===== src/rtl/spi_adc_mc_if.sv =====
// SPI pin bundle between a host (master) and the spi_adc_mc front end (slave).
interface spi_adc_mc_if;
    logic sclk;
    logic cs;
    logic mosi;
    logic miso;

    modport master (output sclk, output cs, output mosi, input miso);
    modport slave  (input sclk, input cs, input mosi, output miso);
endinterface


===== src/rtl/spi_adc_mc.sv =====
// System-clocked SPI slave that selects one of N_CH ADC cores, programs a
// per-channel range field and returns the selected core's code on miso.
// All SPI pins are oversampled by clk; edges come from the synchronised copies.
module spi_adc_mc #(
    parameter int N_CH        = 4,
    parameter int CODE_W      = 10,
    parameter int RANGE_W     = 2,
    parameter int MODE        = 0,
    parameter int SYNC_STAGES = 2
) (
    input  logic                      clk,
    input  logic                      rst_n,
    spi_adc_mc_if.slave               spi,
    input  logic [N_CH*CODE_W-1:0]    code_in,
    output logic [N_CH*RANGE_W-1:0]   range_o,
    output logic [((($clog2(N_CH)) > 1) ? $clog2(N_CH) : 1)-1:0] ch_sel,
    output logic                      sample,
    output logic                      frame_done,
    output logic                      cmd_err
);

    localparam int   CH_W    = ($clog2(N_CH) > 1) ? $clog2(N_CH) : 1;
    localparam int   CMD_W   = 1 + CH_W + RANGE_W;
    localparam int   CNT_W   = $clog2(CMD_W + 1);
    localparam int   FLUSH_W = $clog2(SYNC_STAGES + 2);
    localparam logic CPOL    = MODE[1];
    localparam logic CPHA    = MODE[0];

    typedef enum logic [1:0] {
        ST_ARM,    // after reset: wait until cs has genuinely been seen high
        ST_IDLE,   // deselected, waiting for cs to fall
        ST_FRAME   // frame in progress
    } state_t;

    // Synchronisers plus one history flop each for edge detection.
    logic [SYNC_STAGES-1:0] sclk_sync, cs_sync, mosi_sync;
    logic                   sclk_prev, cs_prev;
    logic [FLUSH_W-1:0]     flush_cnt;

    state_t state, state_next;

    logic do_start, do_finish, do_cap, do_shift;

    logic [CODE_W:0]   tx_sr;     // one extra guard bit for the CPHA=1 preload
    logic [CMD_W-1:0]  cmd_sr;
    logic [CNT_W-1:0]  bit_cnt;

    wire sclk_cur = sclk_sync[SYNC_STAGES-1];
    wire cs_cur   = cs_sync[SYNC_STAGES-1];
    wire mosi_cur = mosi_sync[SYNC_STAGES-1];

    wire sclk_chg = sclk_cur ^ sclk_prev;
    wire lead     = sclk_chg & (sclk_cur ^ CPOL);
    wire trail    = sclk_chg & ~(sclk_cur ^ CPOL);
    wire cs_fall  = cs_prev & ~cs_cur;
    wire cs_rise  = ~cs_prev & cs_cur;

    // Synchroniser chain contents only reflect the pins after it has flushed.
    wire flushed  = (flush_cnt == FLUSH_W'(SYNC_STAGES + 1));

    wire                cmd_wr   = cmd_sr[CMD_W-1];
    wire [CH_W-1:0]     cmd_ch   = cmd_sr[CMD_W-2 -: CH_W];
    wire [RANGE_W-1:0]  cmd_rng  = cmd_sr[RANGE_W-1:0];
    wire                cmd_full = (bit_cnt == CNT_W'(CMD_W));
    wire                ch_bad   = (32'(cmd_ch) >= N_CH);

    wire [CODE_W-1:0]   snap     = code_in[ch_sel*CODE_W +: CODE_W];

    // Pin synchronisers, reset to the idle bus levels.
    always_ff @(posedge clk or negedge rst_n) begin
        if (!rst_n) begin
            sclk_sync <= {SYNC_STAGES{CPOL}};
            cs_sync   <= '1;
            mosi_sync <= '0;
            sclk_prev <= CPOL;
            cs_prev   <= 1'b1;
            flush_cnt <= '0;
        end else begin
            // NOTE: non-blocking assignments so each stage takes the previous stage's old value.
            sclk_sync <= {sclk_sync[SYNC_STAGES-2:0], spi.sclk};
            cs_sync   <= {cs_sync[SYNC_STAGES-2:0], spi.cs};
            mosi_sync <= {mosi_sync[SYNC_STAGES-2:0], spi.mosi};
            sclk_prev <= sclk_cur;
            cs_prev   <= cs_cur;
            if (!flushed) flush_cnt <= flush_cnt + 1'b1;
        end
    end

    // Frame state register.
    always_ff @(posedge clk or negedge rst_n) begin
        if (!rst_n) state <= ST_ARM;
        else        state <= state_next;
    end

    // Frame sequencing: cs edges win over sclk edges in the same clk.
    always_comb begin
        // NOTE: every output gets a default first so no latch is inferred.
        state_next = state;
        do_start   = 1'b0;
        do_finish  = 1'b0;
        do_cap     = 1'b0;
        do_shift   = 1'b0;
        case (state)
            ST_ARM: begin
                if (flushed && cs_cur) state_next = ST_IDLE;
            end
            ST_IDLE: begin
                if (cs_fall) begin
                    do_start   = 1'b1;
                    state_next = ST_FRAME;
                end
            end
            ST_FRAME: begin
                if (cs_rise) begin
                    do_finish  = 1'b1;
                    state_next = ST_IDLE;
                end else begin
                    do_cap   = CPHA ? trail : lead;
                    do_shift = CPHA ? lead : trail;
                end
            end
            default: state_next = ST_ARM;
        endcase
    end

    // Shift registers, command decode and the registered status outputs.
    always_ff @(posedge clk or negedge rst_n) begin
        if (!rst_n) begin
            tx_sr      <= '0;
            cmd_sr     <= '0;
            bit_cnt    <= '0;
            range_o    <= '0;
            ch_sel     <= '0;
            sample     <= 1'b0;
            frame_done <= 1'b0;
            cmd_err    <= 1'b0;
        end else begin
            sample     <= do_start;
            frame_done <= 1'b0;
            cmd_err    <= 1'b0;

            if (do_start) begin
                // CPHA=0 presents the MSB now; CPHA=1 waits for the first leading edge.
                tx_sr   <= CPHA ? {1'b0, snap} : {snap, 1'b0};
                cmd_sr  <= '0;
                bit_cnt <= '0;
            end

            if (do_cap && !cmd_full) begin
                cmd_sr  <= {cmd_sr[CMD_W-2:0], mosi_cur};
                bit_cnt <= bit_cnt + 1'b1;
            end

            if (do_shift) tx_sr <= {tx_sr[CODE_W-1:0], 1'b0};

            if (do_finish) begin
                tx_sr <= '0;
                if (!cmd_full || ch_bad) begin
                    cmd_err <= 1'b1;
                end else begin
                    ch_sel     <= cmd_ch;
                    frame_done <= 1'b1;
                    if (cmd_wr) range_o[cmd_ch*RANGE_W +: RANGE_W] <= cmd_rng;
                end
            end
        end
    end

    // miso is forced low whenever the synchronised cs is high or no frame is open.
    assign spi.miso = (state == ST_FRAME) && !cs_cur && tx_sr[CODE_W];

endmodule


===== src/flat_wrapper.sv =====
// flat-port wrapper written by rule: the top's interface ports become plain ports
module spi_adc_mc_flat 
#(
    parameter int N_CH        = 4,
    parameter int CODE_W      = 10,
    parameter int RANGE_W     = 2,
    parameter int MODE        = 0,
    parameter int SYNC_STAGES = 2
)
  (clk, rst_n, code_in, range_o, ch_sel, sample, frame_done, cmd_err, spi_sclk, spi_cs, spi_mosi, spi_miso);
  spi_adc_mc_if spi_i ();
  input  logic clk;
  input  logic rst_n;
  input  logic [N_CH*CODE_W-1:0] code_in;
  output logic [N_CH*RANGE_W-1:0] range_o;
  output logic [((($clog2(N_CH)) > 1) ? $clog2(N_CH) : 1)-1:0] ch_sel;
  output logic sample;
  output logic frame_done;
  output logic cmd_err;
  input wire logic [$bits(spi_i.sclk)-1:0] spi_sclk;
  input wire logic [$bits(spi_i.cs)-1:0] spi_cs;
  input wire logic [$bits(spi_i.mosi)-1:0] spi_mosi;
  output wire logic [$bits(spi_i.miso)-1:0] spi_miso;
  assign spi_i.sclk = spi_sclk;
  assign spi_i.cs = spi_cs;
  assign spi_i.mosi = spi_mosi;
  assign spi_miso = spi_i.miso;
  spi_adc_mc #(.N_CH(N_CH), .CODE_W(CODE_W), .RANGE_W(RANGE_W), .MODE(MODE), .SYNC_STAGES(SYNC_STAGES)) u_core (.clk(clk), .rst_n(rst_n), .spi(spi_i), .code_in(code_in), .range_o(range_o), .ch_sel(ch_sel), .sample(sample), .frame_done(frame_done), .cmd_err(cmd_err));
endmodule

===== config.mk =====
export PLATFORM = sky130hd
export DESIGN_NAME = spi_adc_mc_flat
export DESIGN_NICKNAME = d
export VERILOG_FILES = /design/src/rtl/spi_adc_mc_if.sv /design/src/rtl/spi_adc_mc.sv /design/src/flat_wrapper.sv
export SDC_FILE = /design/constraint.sdc
export NUM_CORES = 1
export LEC_CHECK = 0
export ABC_CLOCK_PERIOD_IN_PS = 2300
export CAP_MARGIN = 20
export CORE_UTILIZATION = 24
export DETAILED_ROUTE_END_ITERATION = 10
export SLEW_MARGIN = 20
export SYNTH_ARGS = -nofsm -noshare
export SYNTH_HDL_FRONTEND = slang
export SYNTH_SLANG_ARGS = --single-unit

===== constraint.sdc =====
create_clock -name clk -period 2.3 [get_ports clk]
set_input_delay 0.23 -clock clk [delete_from_list [all_inputs] [get_ports clk]]
set_output_delay 0.23 -clock clk [all_outputs]
set_load 0.005 [all_outputs]

==> impl_metrics.prom, run 1 <==
# TYPE chip_impl_metric gauge
chip_impl_metric{name="total_area_of_multi_input_combinational_cells",unit="um^2"} 958
chip_impl_metric{name="post-place-cells",unit=""} 323
chip_impl_metric{name="post_route_cells_drive_above_1_share",unit="%"} 17.3
chip_impl_metric{name="grt_antenna_before_repair",unit=""} 0
chip_impl_metric{name="power.density_cell_area",unit="nW/um^2"} 595
chip_impl_info{name="start_to_end_type_of_the_worst_setup_path",value="reg2out"} 1
chip_impl_metric{name="timing.critical_path.required",unit="ns"} 2.07
chip_impl_metric{name="critPathMaxFanout",unit=""} 4
chip_impl_metric{name="synth_fp_nets",unit=""} 214
chip_impl_metric{name="setup_viol",unit=""} 0
chip_impl_metric{name="finalHoldViolCount",unit=""} 0
chip_impl_info{name="synth_top_cell_by_area",value="dfrtp_1"} 1
chip_impl_metric{name="routed_wl",unit="um"} 4430
chip_impl_metric{name="ant_nets",unit=""} 0
chip_impl_metric{name="maxSlewViolCount",unit=""} 0
chip_impl_metric{name="floorplan.io_pins",unit=""} 59
chip_impl_metric{name="gate_count_of_the_mapped_netlist",unit=""} 161
chip_impl_metric{name="synth-seq-cells",unit=""} 43
chip_impl_info{name="cts_root_buf",value="clkbuf_8"} 1
chip_impl_metric{name="layout-area-overhead-vs-synth",unit="%"} 38.9
chip_impl_info{name="timing.critical_path.from_type",value="flip-flop"} 1
chip_impl_metric{name="initial_core_util",unit="%"} 25.1
chip_impl_metric{name="register_area",unit="um^2"} 1080
chip_impl_metric{name="layout.nets",unit=""} 279
chip_impl_metric{name="cts.clk_slew.worst_paths",unit="ns"} 0.08
chip_impl_metric{name="timing.final.crit_period",unit="ns"} 1.94
chip_impl_metric{name="insertion_delay",unit="ns"} 0.29
chip_impl_metric{name="grt_max_degree",unit=""} 33
chip_impl_metric{name="clock_tree.htree_level_count",unit=""} 2
chip_impl_metric{name="first_global_vias",unit=""} 1443
chip_impl_metric{name="timing_worst_slew_pin_value",unit="ns"} 0.623
chip_impl_metric{name="leakagePower",unit="nW"} 1.21
chip_impl_metric{name="irDropWorstVdd",unit="mV"} 0.216
chip_impl_metric{name="final_core_util",unit="%"} 34.9
chip_impl_info{name="end_kind",value="output pin"} 1
chip_impl_metric{name="finish.cell_count_without_fillers",unit=""} 331
chip_impl_metric{name="postSynthAreaPerCell",unit="um^2"} 13.0
chip_impl_metric{name="cts_num_sinks",unit=""} 43
chip_impl_info{name="unrepaired_setup_endpoints_after_global_routing",value="false"} 1
chip_impl_metric{name="max-clock-path-buffers",unit=""} 2
chip_impl_metric{name="vias",unit=""} 1440
chip_impl_metric{name="min_period_over_period",unit="%"} 84.4
chip_impl_info{name="tritoncts",value="yes"} 1
chip_impl_metric{name="wl_per_cell",unit="um"} 13.4
chip_impl_metric{name="drt_first_iter_violations",unit=""} 59
chip_impl_metric{name="filler_cell_count",unit=""} 844
chip_impl_metric{name="portBuffers",unit=""} 58
chip_impl_metric{name="grt_pass1_wl",unit="um"} 7060
chip_impl_metric{name="insertedDiodeCount",unit=""} 0
chip_impl_metric{name="die_area",unit="um^2"} 9100
chip_impl_metric{name="drv_cap",unit=""} 0
chip_impl_metric{name="reg2reg_depth",unit=""} 3
chip_impl_metric{name="setup-tns-final",unit="ns"} 0
chip_impl_metric{name="clock_skew",unit="ns"} 0.00523
chip_impl_metric{name="chipWidth",unit="um"} 95.4
chip_impl_metric{name="placementRows",unit=""} 33
chip_impl_metric{name="achievable-frequency",unit="GHz"} 0.515
chip_impl_info{name="hold_path_class",value="in2async"} 1
chip_impl_metric{name="worstPathArrival",unit="ns"} 1.71
chip_impl_info{name="outcome",value="complete, no violations"} 1
chip_impl_metric{name="routed_via_density",unit=""} 4.35
chip_impl_metric{name="tritoncts.num_buffers",unit=""} 5
chip_impl_metric{name="post_synth_instance_area",unit="um^2"} 2090
chip_impl_metric{name="netlist-cell-type-count",unit=""} 32
chip_impl_metric{name="core-area",unit="um^2"} 8340
chip_impl_metric{name="detailedRoute.firstPassIterationCount",unit=""} 4
chip_impl_metric{name="slew_headroom",unit="%"} 58.5
chip_impl_metric{name="detail_route.drc_violations",unit=""} 0
chip_impl_metric{name="post-dp-hpwl",unit="um"} 3360
chip_impl_metric{name="cts.repair.resized",unit=""} 0
chip_impl_info{name="post_synth_main_area_contributors",value="dfrtp_1, mux4_2, mux2_2"} 1
chip_impl_metric{name="globalplace.congestion",unit=""} 0.710
chip_impl_metric{name="syn_warnings",unit=""} 0
chip_impl_metric{name="die_height",unit="um"} 95.4
chip_impl_metric{name="synth_seq_area_share",unit="%"} 51.6
chip_impl_metric{name="worst_hold_slack_after_final_layout",unit="ns"} 0.352
chip_impl_metric{name="grt_overflow_total",unit=""} 0
chip_impl_metric{name="grt_usage",unit="%"} 10.2
chip_impl_metric{name="synth_top_cell_area_share",unit="%"} 47.8
-- layout make-up --
type	instances	share of cell area [%]
inverter	4	0.688
tap	105	4.52
timing repair buffer	63	21.2
clock inverter	1	1.03
clock buffer	6	2.50
multi-input combinational	109	33.0
sequential	43	37.1
-- power by group --
part / switching (mW) / leakage, nW / internal [mW]
Clock: 0.241 / 0.0513 / 0.318
Sequential: 0.0628 / 0.550 / 0.852
Combinational: 0.0831 / 0.609 / 0.172
Total: 0.387 / 1.21 / 1.34
-- worst max-delay path: stages, from the launching register on --
cell and delay (ns):
dfrtp_1 0.41, nand2b_1 0.22, nor3b_1 0.26, clkdlybuf4s50_1 0.54
-- synthesized netlist by cell type --
master,n
nor4b_4,1
o31ai_1,2
ha_1,8
a221o_1,9
nand3_1,2
nor3b_1,1
a22o_1,1
o21ai_0,4
nand3b_1,1
mux2_2,12
nand2b_1,6
a22oi_1,1
dfstp_2,3
dfrtp_1,40
nor2_1,11
a21oi_1,1
clkinv_4,1
nor2b_1,1
clkbuf_1,2
and3_1,4
mux2i_1,2
mux2_1,1
buf_2,1
buf_6,2
and2_1,10
or3b_1,1
mux4_2,10
nor2_2,1
nand2_1,17
inv_1,3
nand4bb_1,1
xnor2_1,1
-- registers in the layout, indices dropped and copies added, names as in the netlist, 3 cells and up --
name	count
u_core.range_o	8
u_core.cmd_sr	5
u_core.tx_sr	10
u_core.bit_cnt	3
-- metrics by stage --
step	area (um^2)	total power [mW]	setup WS (ns)
2_1_floorplan	2090	1.05	0.596
3_3_place_gp	2800	1.18	0.399
3_5_place_dp	2800	1.18	0.371
4_1_cts	2910	1.76	0.339
5_1_grt	2910	1.83	0.207
6_report	2910	1.73	0.359
-- placed cells by master (no fill, tap or decap), types with 2 or more instances in the layout --
cell type / synthesis / layout
o21ai_0: 4 / 4
nand2b_1: 6 / 6
ha_1: 8 / 8
mux2i_1: 2 / 2
and3_1: 4 / 4
buf_4: 0 / 4
dfstp_2: 3 / 3
o31ai_1: 2 / 2
mux2_2: 12 / 12
nand3_1: 2 / 2
mux4_2: 10 / 10
nor2_1: 11 / 11
nand2_1: 17 / 17
dfrtp_1: 40 / 40
a221o_1: 9 / 9
clkdlybuf4s50_1: 0 / 57
clkbuf_8: 0 / 5
inv_1: 3 / 3
and2_1: 10 / 10
-- metal layers --
metal	up-vias	track usage (%)	part of all wire, %
li1	713	-	-
met1	705	14.0	46
met2	20	15.7	50
met3	2	2.87	3.5
met4	0	2.99	0.52
met5	-	0	0
-- cell families (layout without fill, tap and decap cells) --
kind of cell	count (synthesis)	after routing	share of synthesized area, %
buffers and inverters	9	74	2.63
muxes	25	25	18.7
and+or+nand+nor	57	57	14.9
adders and majority gates	8	8	4.78
AOI/OAI and AO/OA	18	18	6.99
DFF	43	43	51.6
xor gates and xnor gates	1	1	0.418
-- path summary, 6_finish.rpt --
path / slack (ns) / from / to
setup / recovery: 0.36 / u_core.state[0] / spi_miso
hold / removal: 0.35 / rst_n / u_core.sclk_sync[0]
setup reg to reg: 0.42 / u_core.ch_sel[0] / u_core.tx_sr[10]
hold reg to reg: 0.36 / u_core.cs_sync[0] / u_core.cs_sync[1]
max in group asynchronous: 1.22 / rst_n / u_core.cs_prev
min in group clk: 0.36 / spi_cs / u_core.cs_sync[0]
-- timing repair --
item	4_1_cts	5_1_grt
setup buffers	0	0
hold buffers	1	0
hold endpoints to repair	11	0
Power figures use the tool's default switching activity.
==> run 2: changes to the inputs <==
--- a/config.mk
+++ b/config.mk
@@ -5,7 +5,7 @@
 export SDC_FILE = /design/constraint.sdc
 export NUM_CORES = 1
 export LEC_CHECK = 0
-export ABC_CLOCK_PERIOD_IN_PS = 2300
+export ABC_CLOCK_PERIOD_IN_PS = 1750
 export CAP_MARGIN = 20
 export CORE_UTILIZATION = 24
 export DETAILED_ROUTE_END_ITERATION = 10
==> constraint.sdc (replaced) <==
create_clock -name clk -period 1.75 [get_ports clk]
set_input_delay 0.175 -clock clk [delete_from_list [all_inputs] [get_ports clk]]
set_output_delay 0.175 -clock clk [all_outputs]
set_load 0.005 [all_outputs]
==> impl_metrics.prom, run 2 (synthesis results as in run 1) <==
# TYPE chip_impl_metric gauge
chip_impl_info{name="final_common_cell",value="clkdlybuf4s50_1"} 1
chip_impl_metric{name="core-area",unit="um^2"} 8340
chip_impl_metric{name="timing.final.crit_period",unit="ns"} 1.68
chip_impl_metric{name="grt_overflow_total",unit=""} 0
chip_impl_metric{name="max_reg_flops",unit=""} 10
chip_impl_metric{name="timing.critical_path.required",unit="ns"} 1.93
chip_impl_metric{name="critPathMaxFanout",unit=""} 10
chip_impl_metric{name="detailedRoute.firstPassIterationCount",unit=""} 4
chip_impl_metric{name="portBuffers",unit=""} 58
chip_impl_metric{name="grt_pass1_wl",unit="um"} 6980
chip_impl_metric{name="wl_per_cell",unit="um"} 13.3
chip_impl_metric{name="post-dp-hpwl",unit="um"} 3460
chip_impl_metric{name="first_global_vias",unit=""} 1438
chip_impl_info{name="timing.critical_path.from_type",value="flip-flop"} 1
chip_impl_metric{name="drv_cap",unit=""} 0
chip_impl_metric{name="drt_first_iter_violations",unit=""} 51
chip_impl_metric{name="cts.clk_slew.worst_paths",unit="ns"} 0.08
chip_impl_metric{name="layout.nets",unit=""} 285
chip_impl_info{name="end_kind",value="flip-flop"} 1
chip_impl_metric{name="max-clock-path-buffers",unit=""} 2
chip_impl_metric{name="globalplace.congestion",unit=""} 0.730
chip_impl_metric{name="slew_headroom",unit="%"} 61.8
chip_impl_metric{name="power",unit="mW"} 2.31
chip_impl_info{name="cp_cell_sequence",value="nand2b_1 > or3b_4 > clkinv_4 > nor2_4 > a221o_1"} 1
chip_impl_metric{name="worstPathArrival",unit="ns"} 1.85
chip_impl_metric{name="fin_area",unit="um^2"} 3000
chip_impl_metric{name="power.density_cell_area",unit="nW/um^2"} 769
chip_impl_metric{name="routed_via_density",unit=""} 4.32
chip_impl_metric{name="initial_core_util",unit="%"} 25.1
chip_impl_metric{name="placementRows",unit=""} 33
chip_impl_metric{name="insertedDiodeCount",unit=""} 0
chip_impl_metric{name="timing_worst_slew_pin_value",unit="ns"} 0.571
chip_impl_metric{name="clock_skew",unit="ns"} 0.0131
chip_impl_metric{name="worst_hold_slack_after_final_layout",unit="ns"} 0.302
chip_impl_info{name="regMostFlops",value="u_core.tx_sr"} 1
chip_impl_metric{name="grt_usage",unit="%"} 10.1
chip_impl_metric{name="critical_path.max_stage_delay",unit="ns"} 0.54
chip_impl_metric{name="cts_num_sinks",unit=""} 43
chip_impl_info{name="tritoncts",value="yes"} 1
chip_impl_metric{name="die_area",unit="um^2"} 9100
chip_impl_metric{name="vias",unit=""} 1461
chip_impl_metric{name="setup_viol",unit=""} 0
chip_impl_info{name="layout.cells.most_common_list",value="clkdlybuf4s50_1, dfrtp_1, nand2_1, mux2_2, nor2_1"} 1
chip_impl_metric{name="floorplan.io_pins",unit=""} 59
chip_impl_metric{name="clock_tree.htree_level_count",unit=""} 2
chip_impl_metric{name="grt_max_degree",unit=""} 44
chip_impl_metric{name="setup-tns-final",unit="ns"} 0
chip_impl_metric{name="finish.cell_count_without_fillers",unit=""} 338
chip_impl_metric{name="routed_wl",unit="um"} 4500
chip_impl_metric{name="grt_antenna_before_repair",unit=""} 0
chip_impl_info{name="unrepaired_setup_endpoints_after_global_routing",value="false"} 1
chip_impl_metric{name="insertion_delay",unit="ns"} 0.29
chip_impl_metric{name="layout-area-overhead-vs-synth",unit="%"} 43.2
chip_impl_metric{name="leakagePower",unit="nW"} 1.25
chip_impl_info{name="reg_top3",value="u_core.tx_sr (10), u_core.range_o (8), u_core.cmd_sr (5)"} 1
chip_impl_metric{name="tritoncts.num_buffers",unit=""} 5
chip_impl_metric{name="die_height",unit="um"} 95.4
chip_impl_metric{name="finalHoldViolCount",unit=""} 0
chip_impl_metric{name="post-place-cells",unit=""} 328
chip_impl_metric{name="min_period_over_period",unit="%"} 95.7
chip_impl_metric{name="postPlaceCellArea",unit="um^2"} 2850
chip_impl_metric{name="detail_route.drc_violations",unit=""} 0
chip_impl_metric{name="regToRegSetupSlack",unit="ns"} 0.07
chip_impl_metric{name="chipWidth",unit="um"} 95.4
chip_impl_metric{name="post_route_cells_drive_above_1_share",unit="%"} 22.3
chip_impl_metric{name="irDropWorstVdd",unit="mV"} 0.278
chip_impl_info{name="start_to_end_type_of_the_worst_setup_path",value="reg2reg"} 1
chip_impl_info{name="hold_path_class",value="in2reg"} 1
chip_impl_info{name="slowest_stage_cell_on_the_critical_path",value="dfstp_2"} 1
chip_impl_info{name="cts_root_buf",value="clkbuf_8"} 1
chip_impl_info{name="outcome",value="complete, no violations"} 1
chip_impl_metric{name="ant_nets",unit=""} 0
chip_impl_metric{name="maxSlewViolCount",unit=""} 0
chip_impl_metric{name="achievable-frequency",unit="GHz"} 0.597
-- run 2: final cells by class --
class	count	area (um^2)
fill	830	5340
clock inverter	1	30.0
multi-input combinational	109	982
clock buffer	7	76.3
tap	105	131
sequential	43	1080
inverter	4	20.0
timing repair buffer	69	676
-- run 2: power by group --
group / leakage [nW] / internal [mW] / total [mW] / switching, mW
sequential: 0.548 / 1.12 / 1.20 / 0.0843
combinational: 0.653 / 0.240 / 0.355 / 0.115
clock: 0.0524 / 0.427 / 0.747 / 0.320
total: 1.25 / 1.79 / 2.31 / 0.519
-- run 2: what timing repair did --
item                       in CTS  in global routing
setup endpoints to repair       2                 12
hold endpoints to repair       40                  0
hold buffers                    1                  0
gates resized for setup         3                  7
setup buffers                   0                  1
pin swaps                       1                  2
-- run 2: critical path: cells and delay by family (launching register included) --
kind	cells	cell delay, ns
flops	1	0.54
compound gates	1	0.37
buf+inv	1	0.09
simple gates	3	0.57
-- run 2: final timing paths --
path | to | cells past startpoint | startpoint
setup / recovery | u_core.tx_sr[2] | 5 | u_core.cs_prev
hold / removal | u_core.cs_sync[0] | 1 | spi_cs
setup reg to reg | u_core.tx_sr[2] | 5 | u_core.cs_prev
hold reg to reg | u_core.mosi_sync[1] | 0 | u_core.mosi_sync[0]
max in group asynchronous | u_core.ch_sel[1] | 3 | rst_n
min in group asynchronous | u_core.bit_cnt[2] | 3 | rst_n
-- run 2: metal layers --
layer	up-vias	track usage [%]	wire length (um)
li1	725	-	-
met3	5	2.79	157
met1	714	13.8	2030
met2	17	15.4	2270
met4	0	3.73	48
met5	-	0	0
-- run 2: metrics by stage --
stage	setup WS, ns	util, %
floorplan	0.0463	-
global placement	0.0310	34.1
detailed placement	-0.00270	34.1
CTS	0.0248	35.6
global route	0.00535	35.9
finish	0.0747	35.9
==> run 3: changes to the inputs <==
--- a/config.mk
+++ b/config.mk
@@ -5,6 +5,7 @@
 export SDC_FILE = /design/constraint.sdc
 export NUM_CORES = 1
 export LEC_CHECK = 0
+export ABC_AREA = 1
 export ABC_CLOCK_PERIOD_IN_PS = 1750
 export CAP_MARGIN = 20
 export CORE_UTILIZATION = 24
==> impl_metrics.prom, run 3 <==
# TYPE chip_impl_metric gauge
chip_impl_info{name="outcome",value="complete, no violations"} 1
chip_impl_info{name="hold_endpoint",value="u_core.cs_sync[0]"} 1
chip_impl_info{name="timing.critical_path.from_type",value="flip-flop"} 1
chip_impl_metric{name="post_route_cells_drive_above_1_share",unit="%"} 11.4
chip_impl_metric{name="timing.final.crit_period",unit="ns"} 1.54
chip_impl_info{name="rr_endpoint",value="u_core.range_o[4]"} 1
chip_impl_info{name="cts_root_buf",value="clkbuf_8"} 1
chip_impl_info{name="path_common_cell",value="inv_1"} 1
chip_impl_metric{name="detailedRoute.firstPassIterationCount",unit=""} 4
chip_impl_info{name="hp-start",value="spi_cs"} 1
chip_impl_metric{name="floorplan.io_pins",unit=""} 59
chip_impl_info{name="hold_path_class",value="in2reg"} 1
chip_impl_info{name="end_kind",value="flip-flop"} 1
chip_impl_metric{name="gate_count_of_the_mapped_netlist",unit=""} 286
chip_impl_metric{name="die_height",unit="um"} 100
chip_impl_metric{name="grt_pass1_wl",unit="um"} 9430
chip_impl_metric{name="layout-area-overhead-vs-synth",unit="%"} 36.8
chip_impl_metric{name="filler_cell_count",unit=""} 945
chip_impl_info{name="start_to_end_type_of_the_worst_setup_path",value="reg2reg"} 1
chip_impl_metric{name="post-place-cells",unit=""} 471
chip_impl_metric{name="cts_num_sinks",unit=""} 43
chip_impl_metric{name="synthesized_area_fraction_occupied_by_xor_and_xnor_cells",unit="%"} 0.753
chip_impl_metric{name="clock_tree.htree_level_count",unit=""} 2
chip_impl_info{name="reg_top3",value="u_core.tx_sr (10), u_core.range_o (8), u_core.cmd_sr (5)"} 1
chip_impl_info{name="yosys.cell_count.top_type",value="nand2_1"} 1
chip_impl_metric{name="syn_warnings",unit=""} 0
chip_impl_metric{name="portBuffers",unit=""} 58
chip_impl_metric{name="grt_antenna_before_repair",unit=""} 0
chip_impl_metric{name="synth_fp_nets",unit=""} 339
chip_impl_metric{name="chipWidth",unit="um"} 100
chip_impl_metric{name="synth_top_cell_area_share",unit="%"} 43.0
chip_impl_info{name="synth_top_cell_by_area",value="dfrtp_1"} 1
chip_impl_metric{name="maxSlewViolCount",unit=""} 0
chip_impl_metric{name="setup_viol",unit=""} 0
chip_impl_metric{name="die_area",unit="um^2"} 10100
chip_impl_info{name="synth_top_cells_by_count",value="nand2_1, nand3_1, dfrtp_1, nor2_1, inv_1"} 1
chip_impl_info{name="post_synth_main_area_contributors",value="dfrtp_1, nand2_1, nand3_1"} 1
chip_impl_metric{name="reg2reg_depth",unit=""} 6
chip_impl_metric{name="layout.nets",unit=""} 404
chip_impl_metric{name="synth_simple_gate_area_share",unit="%"} 35.0
chip_impl_metric{name="worstPathArrival",unit="ns"} 1.76
chip_impl_metric{name="detail_route.drc_violations",unit=""} 0
chip_impl_metric{name="netlist-cell-type-count",unit=""} 26
chip_impl_info{name="synth_top_family_by_area",value="simple AND/OR/NAND/NOR gates"} 1
chip_impl_metric{name="register_area",unit="um^2"} 1080
chip_impl_metric{name="vias",unit=""} 2014
chip_impl_metric{name="leakagePower",unit="nW"} 1.51
chip_impl_metric{name="cts.clk_slew.worst_paths",unit="ns"} 0.08
chip_impl_metric{name="synth_seq_area_share",unit="%"} 46.4
chip_impl_metric{name="ant_nets",unit=""} 0
chip_impl_metric{name="drv_cap",unit=""} 0
chip_impl_metric{name="tritoncts.num_buffers",unit=""} 5
chip_impl_metric{name="drt_first_iter_violations",unit=""} 54
chip_impl_metric{name="core-area",unit="um^2"} 9330
chip_impl_metric{name="synth.mux.area_fraction",unit="%"} 0.484
chip_impl_metric{name="min_period_over_period",unit="%"} 87.8
chip_impl_metric{name="routed_via_density",unit=""} 4.19
chip_impl_metric{name="post-dp-hpwl",unit="um"} 4130
chip_impl_info{name="final_common_cell",value="nand2_1"} 1
chip_impl_metric{name="first_global_vias",unit=""} 2033
chip_impl_metric{name="power.density_cell_area",unit="nW/um^2"} 830
chip_impl_metric{name="irDropWorstVdd",unit="mV"} 0.316
chip_impl_metric{name="finish.cell_count_without_fillers",unit=""} 481
chip_impl_metric{name="number_of_enable_flip_flop_cells_after_synthesis",unit=""} 0
chip_impl_metric{name="initial_core_util",unit="%"} 24.9
chip_impl_metric{name="postSynthAreaPerCell",unit="um^2"} 8.13
chip_impl_metric{name="synth-seq-cells",unit=""} 43
chip_impl_info{name="regToRegStartpoint",value="u_core.cmd_sr[2]"} 1
chip_impl_metric{name="wl_per_cell",unit="um"} 11.4
chip_impl_metric{name="total_area_of_multi_input_combinational_cells",unit="um^2"} 1080
chip_impl_metric{name="finalHoldViolCount",unit=""} 0
chip_impl_metric{name="max-clock-path-buffers",unit=""} 2
chip_impl_metric{name="placementRows",unit=""} 35
chip_impl_info{name="tritoncts",value="yes"} 1
chip_impl_metric{name="insertedDiodeCount",unit=""} 0
chip_impl_metric{name="grt_overflow_total",unit=""} 0
chip_impl_metric{name="globalplace.congestion",unit=""} 0.741
chip_impl_metric{name="max_reg_flops",unit=""} 10
chip_impl_metric{name="clock_skew",unit="ns"} 0.00742
chip_impl_metric{name="slew_headroom",unit="%"} 67.5
chip_impl_metric{name="postSynth.asyncResetShare",unit="%"} 100
chip_impl_metric{name="routed_wl",unit="um"} 5500
chip_impl_info{name="yosys_most_used_dff",value="dfrtp_1"} 1
chip_impl_metric{name="grt_usage",unit="%"} 11.7
chip_impl_metric{name="critical_path.max_stage_delay",unit="ns"} 0.52
chip_impl_metric{name="regToRegSetupSlack",unit="ns"} 0.21
chip_impl_metric{name="grt_max_degree",unit=""} 23
chip_impl_metric{name="timing.critical_path.required",unit="ns"} 1.98
chip_impl_metric{name="critPathMaxFanout",unit=""} 8
chip_impl_metric{name="insertion_delay",unit="ns"} 0.29
chip_impl_info{name="regMostFlops",value="u_core.tx_sr"} 1
chip_impl_metric{name="achievable-frequency",unit="GHz"} 0.651
chip_impl_info{name="slowest_stage_cell_on_the_critical_path",value="dfrtp_1"} 1
chip_impl_metric{name="post_synth_instance_area",unit="um^2"} 2330
chip_impl_metric{name="setup-tns-final",unit="ns"} 0
chip_impl_metric{name="worstHoldPathCells",unit=""} 1
chip_impl_metric{name="synth_compound_area_share",unit="%"} 5.92
chip_impl_metric{name="timing_worst_slew_pin_value",unit="ns"} 0.488
chip_impl_info{name="unrepaired_setup_endpoints_after_global_routing",value="false"} 1
chip_impl_info{name="cp_cell_sequence",value="inv_1 > ha_1 > inv_1 > nor2_1 > nand4_1 > o21ai_1"} 1
chip_impl_metric{name="post_synth_fa_ha_maj_area_fraction",unit="%"} 4.30
chip_impl_info{name="layout.cells.most_common_list",value="nand2_1, clkdlybuf4s50_1, nand3_1, dfrtp_1, nor2_1"} 1
## run 3: changes by cell type in the layout (fill, tap and decap cells not counted), sizes merged, moves of 6 or more
cell    delta
inv       +22
nor2      +19
a221o      -9
o21ai     +13
o22ai      +6
nand2b     -6
mux4      -10
mux2      -12
and2      -10
nand2     +75
nand3     +43
## run 3: power breakdown
| group | leakage, nW | total (mW) | switching [mW] | internal (mW) |
|---|---|---|---|---|
| clock | 0.0524 | 0.760 | 0.333 | 0.427 |
| combinational | 0.908 | 0.591 | 0.307 | 0.285 |
| sequential | 0.546 | 1.29 | 0.124 | 1.17 |
| total | 1.51 | 2.64 | 0.763 | 1.88 |
## run 3: what timing repair did
item	4_1_cts	5_1_grt
gates resized for setup	1	1
pin swaps	1	0
setup buffers	1	0
hold buffers	1	0
hold endpoints to repair	20	0
endpoints found under the setup margin	1	1
gates cloned	0	0
## run 3: worst max path at each step
stage | from | endpoint | slack, ns | cells after the start
finish | u_core.cmd_sr[2] | u_core.range_o[4] | 0.21 | 6
global route | u_core.cmd_sr[2] | u_core.range_o[4] | 0.09 | 6
CTS | u_core.cs_sync[1] | spi_miso | 0.04 | 4
detailed placement | u_core.cmd_sr[2] | u_core.range_o[4] | 0.21 | 6
global placement | u_core.state[0] | spi_miso | 0.26 | 4
floorplan | u_core.cmd_sr[2] | u_core.range_o[4] | 0.39 | 6
## run 3: critical path, delay by kind of cell, from the launching register on
family,cells,cell delay (ns)
adders and majority gates,1,0.29
DFF,1,0.52
buffers and inverters,2,0.18
AOI/OAI and AO/OA,1,0.14
and+or+nand+nor,2,0.34
## run 3: kinds of logic (layout without fill, tap and decap cells)
kind of cell	count (synthesis)	count (layout)
AOI/OAI and AO/OA	23	23
xor gates and xnor gates	2	2
adders and majority gates	8	8
buffers and inverters	35	101
DFF	43	43
muxes	1	1
and+or+nand+nor	174	174
## run 3: layout make-up
type | instances | area share [%]
flip-flops and latches | 43 | 34.0
multi-input cells | 208 | 34.0
repair buffers | 68 | 20.6
well taps | 129 | 5.07
inverters | 25 | 3.03
clock buffers | 7 | 2.40
clock inverters | 1 | 0.944
## run 3: routing by layer
layer,vias up,routed length [um],global-route usage [%]
met5,-,0,0
met2,57,2330,19.0
met4,0,60,3.34
met1,903,2750,15.4
met3,7,355,2.65
li1,1047,-,-
## run 3: stage by stage
stage                     hold slack, ns  total power, mW  area [um^2]  utilization, %  setup slack (ns)
final                              0.292             2.64         3180            34.1             0.213
after global routing               0.279             2.82         3180            34.1            0.0868
after CTS                          0.288             2.68         3180            34.1            0.0380
after detailed placement           0.169             1.90         3050            32.7             0.212
after global placement             0.164             1.87         3050            32.7             0.264
after floorplan                   -0.121             1.67         2330               -             0.386
